$ cat src/rtl/fir_sym_mac.sv
`default_nettype none
// +--------------------------------------------------------------------------+
// | Module   : fir_sym_mac                                                    |
// | Purpose  : Symmetric odd-length FIR filter with one time-multiplexed     |
// |            pre-add / multiply / accumulate datapath, run-time loadable   |
// |            coefficients, valid/ready input and saturating output.        |
// | Revision : 1.0 - initial release                                          |
// +--------------------------------------------------------------------------+
module fir_sym_mac #(
  parameter int DATA_W = 18,
  parameter int COEF_W = 18,
  parameter int FRAC_W = 12,
  parameter int NTAPS  = 11
) (
  input  logic              clk,
  input  logic              rst,
  input  logic [DATA_W-1:0] in_data,
  input  logic              in_valid,
  output logic              in_ready,
  output logic [DATA_W-1:0] out_data,
  output logic              out_valid,
  input  logic              coef_we,
  input  logic [5:0]        coef_addr,
  input  logic [COEF_W-1:0] coef_data
);

  localparam int M      = (NTAPS + 1) / 2;          // unique coefficients
  localparam int KW     = $clog2(M);                // coefficient index width
  localparam int IW     = $clog2(NTAPS);            // delay-line index width
  localparam int PRE_W  = DATA_W + 1;
  localparam int PROD_W = DATA_W + COEF_W + 1;
  localparam int ACC_W  = PROD_W + $clog2(M);       // headroom for M products

  localparam logic signed [ACC_W-1:0] SAT_MAX = {{(ACC_W-DATA_W+1){1'b0}}, {(DATA_W-1){1'b1}}};
  localparam logic signed [ACC_W-1:0] SAT_MIN = {{(ACC_W-DATA_W+1){1'b1}}, {(DATA_W-1){1'b0}}};

  typedef enum logic [0:0] {
    S_IDLE = 1'b0,
    S_MAC  = 1'b1
  } state_t;

  state_t state_q, state_d;

  logic signed [DATA_W-1:0] x_q [NTAPS];   // x_q[0] is the newest sample
  logic signed [COEF_W-1:0] c_q [M];
  logic [KW-1:0]            k_q;
  logic signed [ACC_W-1:0]  acc_q;
  logic [DATA_W-1:0]        out_data_q;
  logic                     out_valid_q;

  logic                     w_accept;
  logic                     w_centre;
  logic                     w_coef_wr;
  logic [IW-1:0]            w_near_idx;
  logic [IW-1:0]            w_far_idx;
  logic signed [DATA_W-1:0] w_near;
  logic signed [DATA_W-1:0] w_far;
  logic signed [PRE_W-1:0]  w_pre;
  logic signed [PROD_W-1:0] w_pre_x;
  logic signed [PROD_W-1:0] w_coef_x;
  logic signed [PROD_W-1:0] w_prod;
  logic signed [ACC_W-1:0]  w_final;
  logic signed [ACC_W-1:0]  w_shift;
  logic [DATA_W-1:0]        w_sat;

  assign w_accept   = in_valid && (state_q == S_IDLE);
  assign w_centre   = (k_q == KW'(M - 1));
  // Coefficients are frozen while a result is being computed.
  assign w_coef_wr  = coef_we && (state_q == S_IDLE) && (coef_addr < 6'(M));

  // Tap pair k and NTAPS-1-k share coefficient c[k].
  assign w_near_idx = IW'(k_q);
  assign w_far_idx  = IW'(NTAPS - 1) - IW'(k_q);
  assign w_near     = x_q[w_near_idx];
  assign w_far      = x_q[w_far_idx];

  // Centre tap has no partner, so it is not doubled.
  assign w_pre    = w_centre ? {w_near[DATA_W-1], w_near}
                             : ({w_near[DATA_W-1], w_near} + {w_far[DATA_W-1], w_far});
  assign w_pre_x  = {{(PROD_W-PRE_W){w_pre[PRE_W-1]}}, w_pre};
  assign w_coef_x = {{(PROD_W-COEF_W){c_q[k_q][COEF_W-1]}}, c_q[k_q]};
  assign w_prod   = w_pre_x * w_coef_x;
  assign w_final  = acc_q + {{(ACC_W-PROD_W){w_prod[PROD_W-1]}}, w_prod};
  assign w_shift  = w_final >>> FRAC_W;

  // Clamp the rescaled sum to the output sample range.
  always_comb begin
    w_sat = w_shift[DATA_W-1:0];
    if (w_shift > SAT_MAX) begin
      w_sat = SAT_MAX[DATA_W-1:0];
    end else if (w_shift < SAT_MIN) begin
      w_sat = SAT_MIN[DATA_W-1:0];
    end
  end

  // State register.
  always_ff @(posedge clk) begin
    if (rst) begin
      state_q <= S_IDLE;
    end else begin
      state_q <= state_d;
    end
  end

  // Next state: one accept starts M MAC steps, then back to IDLE.
  always_comb begin
    state_d  = state_q;
    in_ready = 1'b0;
    case (state_q)
      S_IDLE: begin
        in_ready = 1'b1;
        if (in_valid) state_d = S_MAC;
      end
      S_MAC: begin
        if (w_centre) state_d = S_IDLE;
      end
      default: state_d = S_IDLE;
    endcase
  end

  // Delay line, coefficient store, accumulator and output register.
  always_ff @(posedge clk) begin
    if (rst) begin
      for (int i = 0; i < NTAPS; i++) x_q[i] <= '0;
      for (int i = 0; i < M; i++) c_q[i] <= '0;
      acc_q       <= '0;
      k_q         <= '0;
      out_data_q  <= '0;
      out_valid_q <= 1'b0;
    end else begin
      out_valid_q <= 1'b0;
      if (w_coef_wr) begin
        c_q[coef_addr[KW-1:0]] <= coef_data;
      end
      if (w_accept) begin
        x_q[0] <= in_data;
        for (int i = 1; i < NTAPS; i++) x_q[i] <= x_q[i-1];
        acc_q <= '0;
        k_q   <= '0;
      end else if (state_q == S_MAC) begin
        acc_q <= w_final;
        k_q   <= k_q + KW'(1);
        if (w_centre) begin
          out_data_q  <= w_sat;
          out_valid_q <= 1'b1;
        end
      end
    end
  end

  assign out_data  = out_data_q;
  assign out_valid = out_valid_q;

endmodule
`default_nettype wire

$ cat config.mk
export PLATFORM = sky130hd
export DESIGN_NAME = fir_sym_mac
export DESIGN_NICKNAME = d
export VERILOG_FILES = /design/src/rtl/fir_sym_mac.sv
export SDC_FILE = /design/constraint.sdc
export NUM_CORES = 2
export LEC_CHECK = 0
export ABC_AREA = 1
export CAP_MARGIN = 20
export CORE_UTILIZATION = 35
export CTS_CLUSTER_DIAMETER = 120
export DETAILED_ROUTE_END_ITERATION = 7
export PLACE_DENSITY = 0.5
export SKIP_CTS_REPAIR_TIMING = 1
export SYNTH_ARGS = -nofsm -noshare
export SYNTH_HDL_FRONTEND = slang
export SYNTH_SLANG_ARGS = --single-unit
$ cat constraint.sdc
create_clock -name clk -period 16.1 [get_ports clk]
set_input_delay 4.83 -clock clk [delete_from_list [all_inputs] [get_ports clk]]
set_output_delay 4.83 -clock clk [all_outputs]
set_load 0.03 [all_outputs]
==> metrics <==
FP Rows 116; top cell type's share of synthesized area 0.289; CTS Buf Count 51; final hold violation count 0; DR pass1 iterations 5; CTS Root Cell clkbuf_16; final wirelength 102000 µm; # nets final 4902; CP Capture Type register; Worst Hold Class register to register; Post-synth top cells inv_1, nand2_1, nor2_1, edfxtp_1, fa_1; Arrival @ worst endpoint 14.13 ns; Worst-Margin Slew 1.14 ns; largest net degree at the start of global routing 93; Synth Instances 4337; Final GP Congestion 0.892; Layout area overhead 10.7%; Clk pin slew, worst setup/hold paths 0.06 ns; via count 27920; family with the most delay on the worst path simple AND/OR/NAND/NOR gates; total negative slack 0 ns; slowest CP cell fa_1; Setup Viol. Count Final 0; per-cell routed wire length 17.6 µm; Worst Path Buf+Inv 10; Initial DRC Count 2169; vias in the first global route 28001; final period utilization 0.844; hold path depth 2; count leader, synth inv_1; Final Max Slew Viols 0; Critical R2R Capture out_data[15]; I/O pins 66; total die area 103000 µm²; initial antenna violation count 0; Most common cell on crit path nand2_1; synth unique cells 55; RSZ-0062 raised after global routing false; r2r setup slk 2.51 ns; Die H 320 µm; EDFF count, synth 342; synthesized flop and latch total 408; grt ovf 0; CTS Sinks 408; top_reg_cell synth edfxtp_1; largest cells by area after synthesis edfxtp_1, fa_1, inv_1; worst reg2reg path startpoint k_q[0]; clock tree buffer depth 3; Vias/cell 4.85; area leader, netlist edfxtp_1; CP Launch Type register; CP peak stage delay 0.79 ns; CTS tree done; register area share after synthesis 0.326; post-DP HPWL 73700 µm; Mapped Area 35500 µm²; Final Skew 0.0263 ns; Die W 320 µm; Synth warnings 0; Core Footprint 100000 µm²; crit-path max FO 44; # DRC 0; Final min period 13.59 ns; Tot GR Track Use 0.204; path depth of the worst reg2reg path 64; worst skew pair latency 0.65 ns; fmax 0.0736 GHz; status finished, final reports clean; first-pass GRT wire length 163000 µm; maxcap violations 0; origin of the worst min-delay path acc_q[0]; Antenna Nets Post-Route 0; H-tree Lvls 2; Setup CP Type register to register; # port buffers 65; Initial Utilization 0.354; ratio of cells with drive above 1 in the final layout 0.0460; hold path endpoint acc_q[0]; Worst slew margin 0.239; ys async rst share 0; Syn Area/Cell 8.19 µm²; Critical Path RT 16.64 ns
-- layout make-up --
type / instances / area [µm²]
repair buffers: 102 / 928
flip-flops and latches: 408 / 11600
well taps: 1357 / 1700
diodes: 2 / 5.00
clock inverters: 28 / 259
inverters: 887 / 3340
fillers: 10526 / 61000
multi-input cells: 2904 / 20100
clock buffers: 67 / 1390
-- cell usage in the layout, fill, tap and decap left out, types with 46 or more instances in the layout --
| master | n |
|---|---|
| clkdlybuf4s50_1 | 65 |
| nor2_1 | 663 |
| nand2_1 | 752 |
| xor2_1 | 46 |
| edfxtp_1 | 342 |
| inv_1 | 862 |
| fa_1 | 341 |
| dfxtp_1 | 62 |
| clkbuf_16 | 52 |
| nand3_1 | 94 |
| ha_1 | 160 |
| a21oi_1 | 271 |
| o21ai_0 | 254 |
-- metal layers --
layer,global-route usage,share of wire,up-vias
li1,-,-,13547
met1,0.285,0.46,13616
met2,0.338,0.47,646
met3,0.0256,0.051,111
met4,0.0433,0.020,0
met5,0,0,-
-- how the worst max path moves through the flow --
stage               startpoint           end  slack (ns)  cells after the start
global route            k_q[0]  out_data[10]        1.45                     64
floorplan             in_valid     x_q[0][0]        4.86                      3
finish                  k_q[0]  out_data[15]        2.51                     64
CTS                     k_q[0]   out_data[4]        2.56                     64
detailed placement      k_q[0]   out_data[4]        2.63                     64
global placement        k_q[0]   out_data[5]        2.62                     64
-- worst reg2reg max path, delay by kind of cell, from the launching register on --
family | cells | cell delay, ns
compound gates | 6 | 0.75
xor+xnor | 2 | 0.30
buf+inv | 10 | 1.79
flops | 1 | 0.65
fa+ha+maj | 10 | 4.78
simple gates | 36 | 5.25
-- kinds of logic after synthesis --
logic type,share of synthesized area
AOI/OAI and AO/OA,0.106
muxes,0.00479
adders and majority gates,0.249
other,0.000106
buffers and inverters,0.113
xor gates and xnor gates,0.0206
DFF,0.326
and+or+nand+nor,0.179
-- flip-flops by register name, indices dropped and copies added, names as in the netlist, named ones only --
register,flops
c_q,144
acc_q,40
state_q,1
out_valid,1
k_q,3
out_data,18
x_q,198
-- per-stage QoR --
stage | cell area (µm²) | hold slack [ns] | cells | utilization | worst slack, ns
floorplan | 35600 | 0.445 | 4372 | - | 4.86
global placement | 37600 | 0.452 | 5658 | 0.375 | 2.62
detailed placement | 37600 | 0.463 | 5658 | 0.375 | 2.63
CTS | 39300 | 0.472 | 5753 | 0.392 | 2.56
global route | 39300 | 0.517 | 5753 | 0.392 | 1.45
finish | 39300 | 0.468 | 5755 | 0.392 | 2.51
Power is not shown: default switching activity piles up to over one toggle a cycle in this logic, so the estimate is an artifact.
